**src/rtl/rfmt_control_sequencer.sv**
```systemverilog
// Control FSM that sequences one R-format instruction (fetch, memory handshake,
// decode, ALU execute and write-back, including two-result MUL/DIV) on the shared-bus datapath.
module rfmt_control_sequencer #(
    parameter int         NUM_REGS   = 16,
    parameter logic [4:0] MAX_ALU_OP = 5'b01100,
    parameter logic [4:0] MUL_OP     = 5'b01111,
    parameter logic [4:0] DIV_OP     = 5'b10000
) (
    input  logic                clock,
    input  logic                clear,
    input  logic                start,
    input  logic                mem_ready,
    input  logic [31:0]         ir,
    output logic [NUM_REGS-1:0] Rout,
    output logic [NUM_REGS-1:0] Rin,
    output logic                PCout,
    output logic                PCin,
    output logic                MARin,
    output logic                MDRin,
    output logic                MDRout,
    output logic                IRin,
    output logic                Yin,
    output logic                Zlowin,
    output logic                Zhighin,
    output logic                ZLOout,
    output logic                ZHIout,
    output logic                HIin,
    output logic                LOin,
    output logic                IncPC,
    output logic                read,
    output logic [4:0]          operation,
    output logic                busy,
    output logic                done,
    output logic                illegal
);

    typedef enum logic [3:0] {
        S_IDLE, S_T0, S_T1, S_T2, S_DEC, S_T3, S_T4, S_T5, S_T6, S_FIN
    } state_t;

    state_t     state;
    state_t     state_next;

    logic [4:0] opcode_q;
    logic [3:0] ra_q;
    logic [3:0] rb_q;
    logic [3:0] rc_q;
    logic [4:0] op_hold_q;

    logic [4:0] ir_op;
    logic [3:0] ir_ra;
    logic [3:0] ir_rb;
    logic [3:0] ir_rc;
    logic       dec_legal;
    logic       is_muldiv;
    logic       rout_b_en;
    logic       rout_c_en;
    logic       rin_a_en;
    logic       unused_ir;

    assign ir_op     = ir[31:27];
    assign ir_ra     = ir[26:23];
    assign ir_rb     = ir[22:19];
    assign ir_rc     = ir[18:15];
    assign unused_ir = ^ir[14:0];

    // Legality is judged on the live IR in DEC, since the field registers load on that same edge.
    assign dec_legal = ((ir_op <= MAX_ALU_OP) || (ir_op == MUL_OP) || (ir_op == DIV_OP))
                       && ({1'b0, ir_ra} < 5'(NUM_REGS))
                       && ({1'b0, ir_rb} < 5'(NUM_REGS))
                       && ({1'b0, ir_rc} < 5'(NUM_REGS));

    assign is_muldiv = (opcode_q == MUL_OP) || (opcode_q == DIV_OP);
    assign operation = op_hold_q;

    function automatic logic [NUM_REGS-1:0] reg_select(input logic [3:0] idx);
        logic [NUM_REGS-1:0] v;
        v = '0;
        for (int i = 0; i < NUM_REGS; i++) begin
            v[i] = (idx == 4'(i));
        end
        return v;
    endfunction

    always_ff @(posedge clock) begin
        if (clear) begin
            state     <= S_IDLE;
            opcode_q  <= '0;
            ra_q      <= '0;
            rb_q      <= '0;
            rc_q      <= '0;
            op_hold_q <= '0;
        end else begin
            state <= state_next;
            if (state == S_DEC) begin
                opcode_q <= ir_op;
                ra_q     <= ir_ra;
                rb_q     <= ir_rb;
                rc_q     <= ir_rc;
            end
            // Loaded on entry to T4 so the ALU select is stable for the whole execute cycle and after.
            if (state == S_T3) begin
                op_hold_q <= opcode_q;
            end
        end
    end

    always_comb begin
        state_next = state;
        PCout      = 1'b0;
        PCin       = 1'b0;
        MARin      = 1'b0;
        MDRin      = 1'b0;
        MDRout     = 1'b0;
        IRin       = 1'b0;
        Yin        = 1'b0;
        Zlowin     = 1'b0;
        Zhighin    = 1'b0;
        ZLOout     = 1'b0;
        ZHIout     = 1'b0;
        HIin       = 1'b0;
        LOin       = 1'b0;
        IncPC      = 1'b0;
        read       = 1'b0;
        done       = 1'b0;
        illegal    = 1'b0;
        rout_b_en  = 1'b0;
        rout_c_en  = 1'b0;
        rin_a_en   = 1'b0;
        busy       = (state != S_IDLE);

        unique case (state)
            S_IDLE: begin
                if (start) begin
                    state_next = S_T0;
                end
            end
            S_T0: begin
                PCout      = 1'b1;
                MARin      = 1'b1;
                IncPC      = 1'b1;
                Zlowin     = 1'b1;
                state_next = S_T1;
            end
            S_T1: begin
                read  = 1'b1;
                MDRin = 1'b1;
                if (mem_ready) begin
                    ZLOout     = 1'b1;
                    PCin       = 1'b1;
                    state_next = S_T2;
                end
            end
            S_T2: begin
                MDRout     = 1'b1;
                IRin       = 1'b1;
                state_next = S_DEC;
            end
            S_DEC: begin
                if (dec_legal) begin
                    state_next = S_T3;
                end else begin
                    illegal    = 1'b1;
                    state_next = S_IDLE;
                end
            end
            S_T3: begin
                rout_b_en  = 1'b1;
                Yin        = 1'b1;
                state_next = S_T4;
            end
            S_T4: begin
                rout_c_en  = 1'b1;
                Zlowin     = 1'b1;
                Zhighin    = is_muldiv;
                state_next = S_T5;
            end
            S_T5: begin
                ZLOout = 1'b1;
                if (is_muldiv) begin
                    LOin       = 1'b1;
                    state_next = S_T6;
                end else begin
                    rin_a_en   = 1'b1;
                    state_next = S_FIN;
                end
            end
            S_T6: begin
                ZHIout     = 1'b1;
                HIin       = 1'b1;
                state_next = S_FIN;
            end
            S_FIN: begin
                done       = 1'b1;
                state_next = S_IDLE;
            end
            default: begin
                state_next = S_IDLE;
            end
        endcase
    end

    always_comb begin
        Rout = '0;
        Rin  = '0;
        if (rout_b_en) begin
            Rout = reg_select(rb_q);
        end else if (rout_c_en) begin
            Rout = reg_select(rc_q);
        end
        if (rin_a_en) begin
            Rin = reg_select(ra_q);
        end
    end

endmodule

```
**config.mk**
```make
export PLATFORM = sky130hd
export DESIGN_NAME = rfmt_control_sequencer
export DESIGN_NICKNAME = d
export VERILOG_FILES = /design/src/rtl/rfmt_control_sequencer.sv
export SDC_FILE = /design/constraint.sdc
export NUM_CORES = 1
export LEC_CHECK = 0
export CAP_MARGIN = 20
export CORE_UTILIZATION = 38
export DETAILED_ROUTE_END_ITERATION = 10
export PLACE_DENSITY = 0.81
export SYNTH_ARGS = -nofsm -noshare
export SYNTH_HDL_FRONTEND = slang
export SYNTH_SLANG_ARGS = --single-unit
export TNS_END_PERCENT = 1
```
**constraint.sdc**
```tcl
create_clock -name clock -period 2.1 [get_ports clock]
set_clock_uncertainty 0.05 [all_clocks]
set_input_delay 0.42 -clock clock [delete_from_list [all_inputs] [get_ports clock]]
set_output_delay 0.42 -clock clock [all_outputs]
set_load 0.005 [all_outputs]
```
==> metrics.csv, run 1 <==
metric;value;unit
io_buffers;75;
max_cap_viol_count;0;
cts_root_buffer;clkbuf_8;
rr_startpoint;state[0];
die_h;65.7;um
power_density;559;nW/um^2
areaGrowthSynthToFinish;84.7;%
synthFlopType;dfxtp_1;
synth_adder_area_share;0;
critPathLaunchType;register;
cts_sinks;26;
synth_top_area_cell;dfxtp_1;
worst_slew_pin_slew;336;ps
fin_area;2850;sq um
final-hold-violation-count;0;
final_common_cell;buf_4;
min_delay_path_depth;2;
ys_seq_area_frac;0.338;
first_global_vias;1906;
synth_edf_count;0;
cts_htree_levels;1;
async_flop_share;0;
totalWireLength;5.99;mm
synth.area.top_cells;dfxtp_1 34%, nand2_1 10%, o22ai_1 6.5%;
outcome;finished with violations;
reg2regPathDepth;8;
drtIter0Drc;84;
coreArea;3770;sq um
synthSimpleGateAreaFrac;0.392;
synth_compound_area_frac;0.156;
dieWidth;65.7;um
fin_setup_tns;-6530;ps
synth.avg_cell_area;7.34;sq um
dp_hpwl;3.35;mm
grt-ovfl-total;0;
setup_violations;34;
place_congestion;0.850;
syn_inst;210;
holdWs;454;ps
yosysTopAreaCellShare;0.338;
fin_ws;-324;ps
viasPerCell;5.51;
ir_drop;0.641;mV
fin_nets;360;
ys_seq_elements;26;
critical_path.endpoint_type;output pin;
vias;2044;
leakage;1.26;nW
n_antenna_cell;0;
slew_violations;0;
final_cell_mix;43 x buf_4, 41 x nand2_1, 29 x clkdlybuf4s50_1, 19 x a21oi_1, 19 x dfxtp_1;
crit_required;1630;ps
min_to;operation[2];
cp_data_arrival_time;1950;ps
fmax;413;MHz
cts_tree;built;
clk_pin_slew;90;ps
critical_path_class;reg2out;
place_ws;-355;ps
hold_start;operation[2];
dieArea;4320;sq um
reg2reg_slack;280;ps
postRouteAntennaNets;0;
clkLatencyLatePin;270;ps
drive_above_1_share;0.412;
netlist-cell-type-count;39;
synth-xor-area-share;0.0114;
failed_checks;setup timing;
r2r_end;rb_q[3];
start_util;0.409;
first_pass_iters;4;
cts_buffer_depth;2;
p_total;1.59;mW
boundaryPins;91;
muxShareOfSynthArea;0.0414;
antenna_found_initial;0;
synth.cell_area;1540;sq um
yosysWarnings;0;
hp-class;reg2reg;
synth_top_family_by_area;simple AND/OR/NAND/NOR gates;
period_share;1.15;
rsz0062_at_grt;true;
routedWlPerCell;16.2;um
min_period;2420;ps
grt_usage;0.254;
place_area;2490;sq um
grt_pass1_wl;8.42;mm
numCtsBuffers;3;
syn-num-nets;246;
core.rowCount;22;
maxSlewHeadroom;0.776;
critPathMaxFanout;4;
grt_max_degree;20;
drc;0;
[registers in the layout, summed over array words and instances, names as in the netlist]
register / flops
rc_q: 4
operation: 5
opcode_q: 5
ra_q: 4
state: 4
rb_q: 4
[per-layer routing]
layer,part of all wire,up-vias,global-route usage
met5,0,-,0
met4,0.034,0,0.122
met1,0.38,972,0.270
li1,-,961,-
met2,0.53,91,0.482
met3,0.055,20,0.0330
[Yosys cell counts, types with 2 or more instances]
master    number
a21oi_1       19
nor2_1        26
buf_2          4
nand3b_1       4
nand3_1        3
clkbuf_1       3
nor3_1         9
nand4b_1       3
buf_1          2
buf_4          7
nand2b_1      11
dfxtp_1       26
mux2i_1        5
o22ai_1       16
nand2_1       42
or2_2          3
nor4_1         3
a31oi_1        2
or3_1          2
[metrics by stage]
stage          cells  utilization
2_1_floorplan    210            -
3_3_place_gp     348        0.661
3_5_place_dp     348        0.661
4_1_cts          370        0.730
5_1_grt          371        0.755
6_report         371        0.755
[cells by family (layout without fill, tap and decap cells)]
kind of cell           count (synthesis)  after routing
AND/OR/NAND/NOR                      118            118
AO/OA/AOI/OAI                         41             41
buffers and inverters                 17            130
multiplexers                           6              6
XOR/XNOR                               2              2
flip-flops                            26             26
[where the power goes]
part | total [mW] | switching, mW | internal, mW
Clock | 0.410 | 0.155 | 0.255
Sequential | 0.540 | 0.0217 | 0.518
Combinational | 0.640 | 0.289 | 0.351
[worst max-delay path, cell delays in order, from the launching register on]
cell	delay (ps)
dfxtp_2	340
and4_1	200
mux2i_2	220
or4b_4	540
buf_4	160
nor3_2	100
buf_2	130
[worst max path at each step]
| stage | cells after the start | from | to |
|---|---|---|---|
| finish | 6 | opcode_q[3] | Rin[0] |
| global route | 6 | state[1] | Rin[0] |
| CTS | 6 | opcode_q[3] | Rin[0] |
| detailed placement | 4 | state[1] | Rout[12] |
| global placement | 4 | state[1] | Rout[4] |
| floorplan | 4 | state[1] | Rout[12] |
[layout make-up]
class                      count  area (sq um)
clock inverter                 1          30.0
timing repair buffer         125          1060
multi-input combinational    167          1120
tap                           48          60.1
inverter                       1          3.75
sequential                    26           529
fill                         261           925
clock buffer                   3          41.3
[timing repair]
| action | 4_1_cts | 5_1_grt |
|---|---|---|
| hold buffers | 0 | 0 |
| setup buffers | 18 | 1 |
| resized for setup | 113 | 61 |
| cloned | 0 | 0 |
| endpoints found under the setup margin | 48 | 49 |
| hold endpoints to repair | 0 | 0 |
| pin swaps | 19 | 8 |
(Power assumes the default switching activity.)
==> inputs of run 2 (changes only) <==
Settings changed: GPL_ROUTABILITY_DRIVEN set to 0, GPL_TIMING_DRIVEN set to 0.
==> run 2 against run 1 <==
Effect of this change:
- maximum frequency hardly changed
- die area stayed put
- the flow still finishes with violations (setup timing)
- routed wire length up 1.5%
- largest power group unchanged
==> metrics.csv, run 2 (same netlist as run 1, synthesis figures left out) <==
metric;value;unit;change
outcome;finished with violations;;
failed_checks;setup timing;;
first_pass_iters;4;;unchanged
cts_buffer_depth;2;;unchanged
grt_pass1_wl;9.03;mm;+7.1%
drc;0;;unchanged
fin_ws;-324;ps;-0.660 ps
p_switching;0.484;mW;+4.0%
rsz0062_at_grt;true;;
postRouteAntennaNets;0;;unchanged
dp_hpwl;3.36;mm;+0.48%
dieArea;4320;sq um;unchanged
viasPerCell;5.56;;+0.95%
grt_max_degree;16;;-20%
reg2regPathDepth;6;;-2
coreArea;3770;sq um;unchanged
switching_share;0.301;;+0.00792
fmax;412;MHz;about the same
start_util;0.409;;unchanged
period_share;1.15;;about the same
min_period;2420;ps;+0.660 ps
power_density;572;nW/um^2;+2.4%
final_cell_mix;41 x nand2_1, 32 x clkdlybuf4s50_1, 29 x buf_4, 25 x buf_2, 19 x a21oi_1;;
first_global_vias;1827;;-4.1%
die_h;65.7;um;unchanged
cp_data_arrival_time;1950;ps;about the same
rr_startpoint;state[3];;
fin_nets;354;;-1.7%
cts_root_buffer;clkbuf_8;;
place_area;2340;sq um;-6.1%
critical_path_class;reg2out;;
r2r_end;ra_q[3];;
cp-endpoint;Rout[6];;
worst_slew_pin_slew;514;ps;+178 ps
place_inst;332;;-4.6%
critical_path.endpoint_type;output pin;;
num-fill-cells;297;;+14%
place_ws;-507;ps;-152 ps
slew_violations;0;;unchanged
reg2reg_slack;310;ps;+30 ps
numCtsBuffers;3;;unchanged
cts_sinks;26;;unchanged
routedWlPerCell;16.7;um;+3.1%
multi_input_area;1160;sq um;+3.7%
setup_violations;39;;+15%
critPathLaunchType;register;;
maxSlewHeadroom;0.656;;-0.120
vias;2030;;-0.68%
final_common_cell;nand2_1;;
antenna_found_initial;0;;unchanged
fin_setup_tns;-7100;ps;-577 ps
postLayoutCoreUtil;0.747;;-0.00796
regArea;542;sq um;+2.4%
n_antenna_cell;0;;unchanged
totalWireLength;6.08;mm;+1.5%
dieWidth;65.7;um;unchanged
holdWs;447;ps;-6.97 ps
p_total;1.61;mW;+1.3%
io_buffers;74;;-1.3%
p_comb_frac;0.392;;-0.011
clkLatencyLatePin;280;ps;about the same
max_cap_viol_count;0;;unchanged
hold_start;clear;;
boundaryPins;91;;unchanged
areaGrowthSynthToFinish;82.7;%;
internal-power;1.13;mW;+0.15%
cts_htree_levels;1;;unchanged
hp-class;in2reg;;
leakage;1.11;nW;-11%
crit_required;1630;ps;about the same
fin_area;2820;sq um;-1.1%
core.rowCount;22;;unchanged
clk_pin_slew;100;ps;about the same
cts_tree;built;;
pwr-share-clk;0.268;;+0.010
power.share.sequential;0.340;;about the same
critPathLaunch;state[1];;
grt-ovfl-total;0;;unchanged
ir_drop;0.496;mV;-23%
fin_cells;365;;-1.6%
final-hold-violation-count;0;;unchanged
grt_usage;0.279;;+0.0252
drive_above_1_share;0.438;;+0.0267
critPathMaxFanout;6;;+2
drtIter0Drc;125;;+49%
==> run 2: worst min path at each step <==
stage	to	slack [ps]	cells past startpoint
floorplan	opcode_q[3]	410	2
global placement	opcode_q[2]	430	2
detailed placement	operation[0]	430	2
CTS	rb_q[2]	440	2
global route	ra_q[0]	480	2
finish	rb_q[2]	450	2
==> run 2: power by group through the flow <==
stage	clock network [mW]	logic, mW	registers, mW
2_1_floorplan	0	0.252	0.542
3_3_place_gp	0	0.454	0.546
3_5_place_dp	0	0.460	0.547
4_1_cts	0.420	0.582	0.538
5_1_grt	0.453	0.675	0.548
6_report	0.431	0.632	0.547
==> run 2: metal layers <==
layer,GRT usage,vias up,part of all wire
met5,0,-,0
met4,0.101,0,0.028
met3,0.0365,15,0.056
met1,0.332,995,0.40
met2,0.504,74,0.51
li1,-,946,-
==> run 2: worst max-delay path, stage by stage (launching register included) <==
cell	delay (ps)
dfxtp_2	340
buf_6	130
buf_6	110
nor3_4	260
buf_4	180
nand3b_1	210
o22ai_1	220
clkdlybuf4s15_2	220
==> run 2: cell type report <==
| type | count | share of cell area |
|---|---|---|
| Timing Repair Buffer | 103 | 0.302 |
| Sequential cell | 26 | 0.192 |
| Inverter | 1 | 0.00133 |
| Tap cell | 48 | 0.0213 |
| Clock buffer | 3 | 0.0147 |
| Multi-Input combinational cell | 167 | 0.413 |
| Buffer | 16 | 0.0453 |
| Clock inverter | 1 | 0.0107 |
==> run 2: repair_timing <==
item	4_1_cts	5_1_grt
resized for setup	184	32
endpoints found under the hold margin	0	0
cloned	0	0
endpoints found under the setup margin	50	49
hold buffers	0	0
buffers inserted	28	2
pin swaps	26	14
==> inputs of run 3 (changes only) <==
Settings changed: MAX_ROUTING_LAYER set to met4, PLACE_DENSITY 0.81 to not set, PLACE_DENSITY_LB_ADDON set to 0.08.
==> run 3 against run 2 <==
Effect of this change:
- the flow still finishes with violations (setup timing)
- core utilization fell by 0.60 points
- register-to-register slack worse by 80 ps
- die area stayed put
- final area shrank 0.80%
- maximum frequency up 1.3%
- combinational power shrank 8.2%
- sequential power hardly changed
- setup slack improved by 30 ps
- non-clock buffer count unchanged
- clock power is 35% lower
- count of clock-buffer cells in the layout is the same
- critical endpoint is now Rin[0]
==> metrics.csv, run 3 (same netlist as run 1, synthesis figures left out) <==
metric;value;unit;change
outcome;finished with violations;;
failed_checks;setup timing;;
numCtsBuffers;3;;unchanged
rr_startpoint;state[1];;
dp_hpwl;3.28;mm;-2.5%
coreArea;3770;sq um;unchanged
critPathMaxFanout;7;;+1
critical_path.endpoint_type;output pin;;
fin_area;2790;sq um;-0.80%
leakage;1.09;nW;-1.8%
power_density;505;nW/um^2;-12%
power.share.sequential;0.388;;+0.048
cts_root_buffer;clkbuf_8;;
io_buffers;74;;unchanged
antenna_found_initial;0;;unchanged
place_ws;-515;ps;-7.74 ps
holdWs;441;ps;-5.28 ps
start_util;0.409;;unchanged
p_comb_frac;0.412;;+0.020
r2r_end;rc_q[3];;
period_share;1.14;;-0.0145
critPathLaunchType;register;;
fin_nets;354;;unchanged
p_switching;0.428;mW;-12%
drc;0;;unchanged
boundaryPins;91;;unchanged
grt_max_degree;14;;-2
pwr-share-clk;0.200;;-0.068
dieArea;4320;sq um;unchanged
drive_above_1_share;0.443;;+0.00455
first_pass_iters;5;;+1
areaGrowthSynthToFinish;81.3;%;
first_global_vias;1788;;-2.1%
final-hold-violation-count;0;;unchanged
totalWireLength;5.35;mm;-12%
routedWlPerCell;14.7;um;-12%
maxSlewHeadroom;0.510;;-0.146
crit_required;1630;ps;about the same
grt_usage;0.261;;-0.0186
viasPerCell;5.37;;-3.5%
cts_buffer_depth;2;;unchanged
dieWidth;65.7;um;unchanged
fin_ws;-294;ps;+30.5 ps
core.rowCount;22;;unchanged
internal-power;0.982;mW;-13%
cts_htree_levels;1;;unchanged
fmax;418;MHz;+1.3%
max_cap_viol_count;0;;unchanged
switching_share;0.304;;+0.00286
place_area;2340;sq um;unchanged
ir_drop;0.459;mV;-7.5%
n_antenna_cell;0;;unchanged
cts_hold_buf;0;;unchanged
clk_pin_slew;90;ps;about the same
min_period;2390;ps;-30.5 ps
hp-class;in2reg;;
min_delay_path_depth;2;;unchanged
clkLatencyLatePin;270;ps;about the same
vias;1953;;-3.8%
reg2reg_slack;230;ps;-80 ps
hold_start;clear;;
worst_slew_pin_slew;732;ps;+219 ps
cts_tree;built;;
cts_sinks;26;;unchanged
cp_data_arrival_time;1920;ps;-30 ps
final_common_cell;nand2_1;;
rsz0062_at_grt;true;;
min_to;ra_q[0];;
slew_violations;0;;unchanged
grt-ovfl-total;0;;unchanged
drtIter0Drc;119;;-4.8%
die_h;65.7;um;unchanged
postRouteAntennaNets;0;;unchanged
reg2regPathDepth;6;;unchanged
setup_violations;42;;+7.7%
final_cell_mix;41 x nand2_1, 36 x clkdlybuf4s50_1, 33 x buf_4, 31 x buf_2;;
grt_pass1_wl;8.56;mm;-5.1%
critical_path_class;reg2out;;
-- run 3: cell count changes in the layout (fill, tap and decap cells not counted), sizes merged --
cell / delta
buf: +4
clkbuf: -4
clkdlybuf4s50: +4
clkdlybuf4s15: -3
bufinv: -1
dlygate4sd2: -1
-- run 3: worst max path at each step --
stage,slack [ps],end,startpoint
global placement,-500,Rin[4],opcode_q[3]
global route,-360,Rout[5],state[0]
floorplan,120,Rout[12],state[1]
detailed placement,-510,Rin[4],opcode_q[3]
CTS,-250,Rout[12],state[1]
finish,-290,Rin[0],state[1]
-- run 3: power by group through the flow --
| stage | registers, mW | clock network, mW | logic [mW] |
|---|---|---|---|
| 4_1_cts | 0.543 | 0.286 | 0.527 |
| 6_report | 0.547 | 0.282 | 0.580 |
| 3_3_place_gp | 0.545 | 0 | 0.455 |
| 2_1_floorplan | 0.542 | 0 | 0.252 |
| 5_1_grt | 0.548 | 0.303 | 0.623 |
| 3_5_place_dp | 0.547 | 0 | 0.457 |
-- run 3: cell type report --
cell class / count / area [sq um]
fillers: 301 / 977
plain buffers: 16 / 119
repair buffers: 103 / 826
multi-input cells: 167 / 1200
clock buffers: 3 / 41.3
flip-flops and latches: 26 / 537
inverters: 1 / 6.26
well taps: 48 / 60.1
-- run 3: critical path, stage by stage, from the launching register on --
cell     delay, ps
dfxtp_2        330
buf_6          110
nor2b_4        160
nand3_2        100
or4b_4         570
buf_4          150
nor3_2         100
buf_2          130
-- run 3: timing repair --
item | in CTS | in global routing
pin swaps | 31 | 10
setup buffers | 25 | 4
hold endpoints to repair | 0 | 0
endpoints found under the setup margin | 49 | 48
gates resized for setup | 196 | 18
gates cloned | 0 | 0
-- run 3: per-layer routing --
| layer | vias up | track usage | routed length, um |
|---|---|---|---|
| li1 | 951 | - | - |
| met1 | 928 | 0.336 | 2370 |
| met2 | 68 | 0.431 | 2660 |
| met3 | 6 | 0.0382 | 274 |
| met4 | 0 | 0.0516 | 53 |
| met5 | - | - | 0 |
-- run 3: through the flow --
step / setup TNS (ps) / utilization / power (mW) / cells
final: -6530 / 0.741 / 1.41 / 364
after global routing: -9620 / 0.741 / 1.47 / 364
after CTS: -6360 / 0.713 / 1.36 / 360
after detailed placement: -11860 / 0.621 / 1.00 / 332
after global placement: -11170 / 0.621 / 1.00 / 332
after floorplan: 0 / - / 0.793 / 210
